--- src/rtl/arm_regfile_pkg.sv ---
// Shared constants for the ARM integer register file and its pending-write scoreboard.
package arm_regfile_pkg;

  localparam int unsigned REG_IDX_W = 4;
  localparam int unsigned DATA_W    = 32;
  localparam int unsigned NREGS_DEF = 16;
  localparam int unsigned CNT_W_DEF = 2;

  localparam logic [REG_IDX_W-1:0] REG_PC = 4'hF;

endpackage

--- src/rtl/arm_scoreboard.sv ---
// Per-register pending-write counters: grants issue claims, flags read hazards,
// and latches an error when a commit arrives with nothing pending.
module arm_scoreboard
  import arm_regfile_pkg::*;
#(
  parameter int unsigned NREGS = NREGS_DEF,
  parameter int unsigned CNT_W = CNT_W_DEF
) (
  input  logic                 clk,
  input  logic                 rst_b,
  input  logic [REG_IDX_W-1:0] read_0,
  input  logic [REG_IDX_W-1:0] read_1,
  input  logic [REG_IDX_W-1:0] read_2,
  input  logic                 lock_req,
  input  logic [REG_IDX_W-1:0] lock_reg,
  input  logic                 write_req,
  input  logic [REG_IDX_W-1:0] write_reg,
  output logic                 lock_ack,
  output logic                 hazard_0,
  output logic                 hazard_1,
  output logic                 hazard_2,
  output logic                 sb_error
);

  localparam logic [CNT_W-1:0] CNT_MAX = '1;

  logic [CNT_W-1:0] r_cnt [NREGS];
  logic             r_sb_error;
  logic [NREGS-1:0] w_inc;
  logic [NREGS-1:0] w_dec;

  // A commit only retires a claim when one is outstanding, so the count never underflows.
  always_comb begin
    w_inc    = '0;
    w_dec    = '0;
    for (int r = 0; r < NREGS; r++) begin
      w_dec[r] = write_req && (write_reg == REG_IDX_W'(r)) && (r_cnt[r] != '0);
    end
    lock_ack = lock_req && ((r_cnt[lock_reg] != CNT_MAX) || w_dec[lock_reg]);
    for (int r = 0; r < NREGS; r++) begin
      w_inc[r] = lock_ack && (lock_reg == REG_IDX_W'(r));
    end
  end

  // Hazard reflects the count after this cycle's commit; same-cycle claims are not visible.
  assign hazard_0 = (r_cnt[read_0] - CNT_W'(w_dec[read_0])) != '0;
  assign hazard_1 = (r_cnt[read_1] - CNT_W'(w_dec[read_1])) != '0;
  assign hazard_2 = (r_cnt[read_2] - CNT_W'(w_dec[read_2])) != '0;
  assign sb_error = r_sb_error;

  always_ff @(posedge clk) begin
    if (!rst_b) begin
      for (int r = 0; r < NREGS; r++) begin
        r_cnt[r] <= '0;
      end
      r_sb_error <= 1'b0;
    end else begin
      for (int r = 0; r < NREGS; r++) begin
        case ({w_inc[r], w_dec[r]})
          2'b10:   r_cnt[r] <= r_cnt[r] + CNT_W'(1);
          2'b01:   r_cnt[r] <= r_cnt[r] - CNT_W'(1);
          default: r_cnt[r] <= r_cnt[r];
        endcase
      end
      if (write_req && (r_cnt[write_reg] == '0)) begin
        r_sb_error <= 1'b1;
      end
    end
  end

endmodule

--- src/rtl/arm_regfile.sv ---
// ARM integer register file: three bypassed read ports, one write port,
// r15 writes redirected to fetch as a registered PC load.
module arm_regfile
  import arm_regfile_pkg::*;
#(
  parameter int unsigned NREGS = NREGS_DEF,
  parameter int unsigned CNT_W = CNT_W_DEF
) (
  input  logic                 clk,
  input  logic                 rst_b,
  input  logic [REG_IDX_W-1:0] read_0,
  input  logic [REG_IDX_W-1:0] read_1,
  input  logic [REG_IDX_W-1:0] read_2,
  output logic [DATA_W-1:0]    rdata_0,
  output logic [DATA_W-1:0]    rdata_1,
  output logic [DATA_W-1:0]    rdata_2,
  output logic                 hazard_0,
  output logic                 hazard_1,
  output logic                 hazard_2,
  input  logic                 lock_req,
  input  logic [REG_IDX_W-1:0] lock_reg,
  output logic                 lock_ack,
  input  logic                 write_req,
  input  logic [REG_IDX_W-1:0] write_reg,
  input  logic [DATA_W-1:0]    write_data,
  output logic                 pc_load,
  output logic [DATA_W-1:0]    pc_value,
  output logic                 sb_error
);

  logic [DATA_W-1:0] r_regs [NREGS];
  logic              r_pc_load;
  logic [DATA_W-1:0] r_pc_value;
  logic              w_pc_write;

  assign w_pc_write = write_req && (write_reg == REG_PC);

  // r15 reads return zero (decode substitutes the PC); others bypass a same-cycle commit.
  assign rdata_0 = (read_0 == REG_PC) ? '0 :
                   (write_req && (write_reg == read_0)) ? write_data : r_regs[read_0];
  assign rdata_1 = (read_1 == REG_PC) ? '0 :
                   (write_req && (write_reg == read_1)) ? write_data : r_regs[read_1];
  assign rdata_2 = (read_2 == REG_PC) ? '0 :
                   (write_req && (write_reg == read_2)) ? write_data : r_regs[read_2];

  assign pc_load  = r_pc_load;
  assign pc_value = r_pc_value;

  always_ff @(posedge clk) begin
    if (!rst_b) begin
      for (int r = 0; r < NREGS; r++) begin
        r_regs[r] <= '0;
      end
      r_pc_load  <= 1'b0;
      r_pc_value <= '0;
    end else begin
      if (write_req && !w_pc_write) begin
        r_regs[write_reg] <= write_data;
      end
      r_pc_load <= w_pc_write;
      if (w_pc_write) begin
        r_pc_value <= write_data;
      end
    end
  end

  arm_scoreboard #(
    .NREGS (NREGS),
    .CNT_W (CNT_W)
  ) u_scoreboard (
    .clk       (clk),
    .rst_b     (rst_b),
    .read_0    (read_0),
    .read_1    (read_1),
    .read_2    (read_2),
    .lock_req  (lock_req),
    .lock_reg  (lock_reg),
    .write_req (write_req),
    .write_reg (write_reg),
    .lock_ack  (lock_ack),
    .hazard_0  (hazard_0),
    .hazard_1  (hazard_1),
    .hazard_2  (hazard_2),
    .sb_error  (sb_error)
  );

endmodule
--- config.mk ---
export PLATFORM = sky130hd
export DESIGN_NAME = arm_regfile
export DESIGN_NICKNAME = d
export VERILOG_FILES = /design/src/rtl/arm_regfile_pkg.sv /design/src/rtl/arm_scoreboard.sv /design/src/rtl/arm_regfile.sv
export SDC_FILE = /design/constraint.sdc
export NUM_CORES = 1
export LEC_CHECK = 0
export CORE_MARGIN = 5
export CORE_UTILIZATION = 40
export CTS_CLUSTER_DIAMETER = 100
export DETAILED_ROUTE_END_ITERATION = 8
export GPL_TIMING_DRIVEN = 0
export SYNTH_ARGS = -nofsm -noshare
export SYNTH_HDL_FRONTEND = slang
export SYNTH_SLANG_ARGS = --single-unit
export TNS_END_PERCENT = 5
--- constraint.sdc ---
create_clock -name clk -period 7.2 [get_ports clk]
set_input_delay 0.72 -clock clk [delete_from_list [all_inputs] [get_ports clk]]
set_output_delay 0.72 -clock clk [all_outputs]
set_load 0.02 [all_outputs]
=== Word level (Yosys, flattened, before mapping) ===
Memory sizes are Yosys's and may differ from the RTL's.
Cells that the tools add are included.

* Output and inout bits: 134
* Memories: 2
* Memory bits (writable): 544
* Flip-flop bits (word level): 34
* Input bits: 56
* Word-level logic and storage cells: 469

{| class="wikitable"
|+ Memories
! name !! words !! width !! read ports !! clocked after Yosys merged registers in !! wr ports !! line !! text
|-
| r_regs || 16 || 32 || 3 || 0 || 16 || arm_regfile.sv:31 || <nowiki>logic [DATA_W-1:0] r_regs [NREGS];</nowiki>
|-
| u_scoreboard.r_cnt || 16 || 2 || 21 || 0 || 16 || arm_scoreboard.sv:27 || <nowiki>logic [CNT_W-1:0] r_cnt [NREGS];</nowiki>
|}

* $lt $le $gt $ge: 4
* Eq/ne operators: 69
* Reductions and logical operators: 95
* Bitwise gates (word level): 48
* Add/sub/neg operators: 35
* Multiplexer cells: 213

{| class="wikitable"
|+ Operators with widths
! kind !! count
|-
| 32-bit two-way mux || 7
|-
| 1-bit two-way mux || 153
|-
| 2-bit two-way mux || 48
|-
| 4-bit equality test, second input constant || 19
|-
| 1-bit logical AND || 54
|-
| 1-bit bitwise OR || 48
|-
| 2-bit nonzero test || 19
|-
| 2-bit by 1-bit adder with 2-bit output, second input constant || 16
|-
| 2-bit by 1-bit equality test with 1-bit output, second input constant || 16
|-
| 2-bit equality test, second input constant || 16
|-
| 4-bit by 3-bit equality test with 1-bit output, second input constant || 8
|-
| 2-bit OR reduction || 16
|-
| 32-bit OR reduction || 1
|-
| 2-bit by 1-bit subtractor with 2-bit output, second input constant || 16
|-
| 4-bit by 5-bit less-than comparator with 1-bit output, second input constant || 4
|-
| 1-bit binary-select mux with 4-bit select || 4
|-
| 4-bit by 2-bit equality test with 1-bit output, second input constant || 4
|-
| 4-bit equality test || 3
|-
| 4-bit by 1-bit equality test with 1-bit output, second input constant || 2
|-
| 4-bit logical NOT || 2
|-
| 2-bit by 1-bit subtractor with 2-bit output || 3
|-
| 4-bit two-way mux || 1
|-
| 2-bit logical NOT || 1
|-
| 2-bit != test, second input constant || 1
|-
| other kinds (2) || 2
|}

=== Depth between registers and ports, before layout ===
* Word-level depth: 15
* Mapped depth: 15
* Gate-level depth less buffers: 12

=== Cells and area by module ===
Synthesis repeated with hierarchy kept, for this count alone.

* Cells, all modules: 2779
* Area total of the unflattened synthesis: 37145.6 sq um

{| class="wikitable"
|+ Modules (own cells, without submodules)
! module !! area an instance (sq um) !! cells an instance !! seq. area each (sq um) !! instances
|-
| arm_regfile || 32223.4 || 2238 || 16035.4 || 1
|-
| arm_scoreboard || 4922.2 || 541 || 980.9 || 1
|}

=== Worst setup path after synthesis ===
Ideal clock, no wire load.

* Kind: input -> register
* Start: input write_req
* End: memory r_regs[12][0] (enable)
* Arrival time: 3936 ps
* Setup time: 466 ps
* Path slack: 2799 ps
* Buffers on the path: 3
* Required time: 6734 ps
* Stages: 6
* Cell sequence: buf_2 > clkbuf_1 > nand2_1 > or3_1 > clkbuf_1 > o21ai_0

{| class="wikitable"
|+ RTL lines
! what !! line !! text
|-
| start: declaration || arm_regfile.sv:23 || <nowiki>input logic write_req,</nowiki>
|-
| end: declaration || arm_regfile.sv:31 ||
|}

=== Worst setup path after layout ===
* Start: input read_2[1]
* End: output rdata_2[0]

* Word-level cells in the longest chain between the ends: 4
* Elaborated cells between the ends (all ways): 6
* Those cells by class: 2 x eq/ne; 2 x mux; 1 x reduce/logical; 1 x memory

{| class="wikitable"
|+ RTL lines
! what !! line !! text
|-
| start: declaration || arm_regfile.sv:13 || <nowiki>input logic [REG_IDX_W-1:0] read_2,</nowiki>
|-
| parallel branches: the longest is 3 deep, another holds memory 16 x 32 bit || n/a ||
|-
| 32-bit two-way mux (*) || arm_regfile.sv:43 || <nowiki>assign rdata_2 = (read_2 == REG_PC) ? '0 :</nowiki>
|-
| end: declaration || arm_regfile.sv:16 || <nowiki>output logic [DATA_W-1:0] rdata_2,</nowiki>
|}

Every way passes the cells marked *.

==> out/qor.txt <==
Worst Setup SP: read_2[1]
Clock Sinks: 578
post-synthesis cell type count: 68
total negative slack: 0 ps
Crit Path Max Fanout: 10
max-slew violation count: 0
core box area: 93600 um2
max-capacitance violation count: 0
Starting Density: 40.4%
Core Rows: 112
wire per inst: 35.1 um
Worst slew margin: 3.04%
synthesis-stage register bit count: 578
Hold WC Path Type: in2reg
Post-Syn Area per Cell: 13.5 um2
most common library cell in the layout ignoring fill and taps: edfxtp_1
post-synthesis sequential area ratio: 45.0%
met3 Use GR: 9.40%
Worst EP arrival: 5790 ps
CP Data Required Time: 6480 ps
post-cts hold buffer count: 0
Congestion Overflow GR: 0
first-pass GRT wire length: 215000 um
Die Span X: 317 um
power per cell area: 220 nW/um2
Mapped Area: 37800 um2
total power draw: 9680 uW
Most Used Layer, Global Route: met2
DR pass1 iterations: 5
residual DRC count: 0
detailed-route wire length: 154000 um
Placer Congestion: 0.961
synthesis-to-layout area growth: 16.5%
Crit Path Class: in2out
CTS clk-pin slew, worst paths: 60 ps
Post CTS Setup Buffer Count: 0
Tot GR Track Use: 29.6%
# setup viols final: 0
global routing usage on met1: 37.8%
met2 Use GR: 47.2%
CTS buffer count: 71
HPWL after detailed placement: 110000 um
most frequent cells in the layout: edfxtp_1, mux4_2, and2_1
Syn. warnings: 0
Syn Inst Count: 2795
Post-synth EDFFs: 544
Sequential Area: 17000 um2
via density per instance: 6.52
peak supply drop: 0.134 mV
status: finished, final reports clean
period utilisation layout: 90.4%
Die Span Y: 317 um
Hold Path Origin: write_data[15]
TritonCTS clock tree: built
largest net degree at the start of global routing: 29
prevailing post-synth register cell: edfxtp_1
type of origin of the critical path: input pin
FILL cells: 8298
H-tree depth: 3
Root Buffer: clkbuf_16
clk_skew: 13.6 ps
f_max: 154 MHz
share of cells above drive strength 1: 24.7%
static leakage: 0.0148 uW
I/O pins: 190
clock tree buffer depth: 3
DR iter-0 viols: 4552
Clock Latency Late Sink: 640 ps
Via Count: 28627
asr flop ratio synth: 0%
RSZ-0062 raised after global routing: false
total die area: 101000 um2
min Tclk post-route: 6510 ps
DRT antenna net count: 0
worst flop-to-flop path startpoint: u_scoreboard.r_cnt[2][0]
IO buf count: 146
final hold vios: 0
slew at the pin closest to its max-slew limit: 1450 ps
number of global-route vias before repair: 28888
multi-input combinational cell area: 19600 um2
post_cts resized: 0
CP endpoint kind: primary output
initial antenna violation count: 10
Layout Nets: 3162
final core utilization: 47.1%
## per-layer routing
metal  share of wire, %  up-vias
met2                 46     2242
met4                4.7        4
met5              0.015        -
met3                 13      392
li1                   -    11321
met1                 36    14668
## where the power goes
part / switching, uW / internal [uW]
logic: 1110 / 915
registers: 158 / 3880
clock network: 1550 / 2070
total: 2820 / 6860
## critical path: stages
cell and delay, ps:
clkdlybuf4s50_1 670, buf_2 370, clkbuf_1 960, buf_1 1130, mux4_2 420, mux4_2 240, nand2_1 90, a21oi_1 440
clkdlybuf4s50_1 710
## cells by family (layout without fill, tap and decap cells)
| family | count (synthesis) | in the layout | synth area share [%] |
|---|---|---|---|
| DFF | 578 | 578 | 45.0 |
| and+or+nand+nor | 1027 | 1027 | 14.3 |
| xor gates and xnor gates | 32 | 32 | 0.741 |
| other | 1 | 35 | 0.00992 |
| muxes | 522 | 522 | 31.0 |
| adders and majority gates | 33 | 33 | 1.09 |
| buffers and inverters | 345 | 651 | 3.77 |
| AOI/OAI and AO/OA | 257 | 257 | 4.14 |
## worst paths after layout
kind                            slack (ps)  cells after the start                       end
worst max-delay path                   690                      9                rdata_2[0]
worst min-delay path                   390                      3              pc_value[15]
worst max register to register        3520                     11  u_scoreboard.r_cnt[7][1]
worst min register to register         460                      2              pc_value[24]
## cells in the mapped netlist (all sizes together), types with 20 or more instances
cell type	count	share of area [%]
dfxtp	34	1.8
edfxtp	544	43
inv	30	0.30
clkbuf	206	2.1
nand2	295	2.9
and2	486	8.0
ha	33	1.1
mux4	518	31
xnor2	20	0.46
a21oi	145	1.9
nor2	95	0.94
buf	108	1.3
nor3	63	0.85
o21ai	36	0.48
## through the flow
| step | area [um2] | hold slack (ps) | cells | worst slack [ps] |
|---|---|---|---|---|
| 3_3_place_gp | 41000 | 443 | 4226 | -2280 |
| 5_1_grt | 44100 | 433 | 4386 | 738 |
| 6_report | 44100 | 387 | 4389 | 689 |
| 3_5_place_dp | 41800 | 449 | 4254 | 953 |
| 4_1_cts | 44100 | 370 | 4386 | 945 |
| 2_1_floorplan | 37900 | 535 | 2826 | 2800 |
## sequential cells by signal (all words and copies together) (netlist names)
register / cells
pc_value: 32
r_regs: 512
u_scoreboard.r_cnt: 32
u_scoreboard.sb_error: 1
pc_load: 1
## area by class of cell
class                           count  share of cell area (%)
Antenna cell                        3                  0.0170
Clock buffer                       97                    4.41
Buffer                            314                    2.98
Clock inverter                     35                   0.801
Multi-Input combinational cell   1903                    44.6
Tap cell                         1254                    3.56
Inverter                           31                   0.264
Timing Repair Buffer              174                    4.78
Sequential cell                   578                    38.6
No activity file was read; power rests on OpenSTA's default activity.
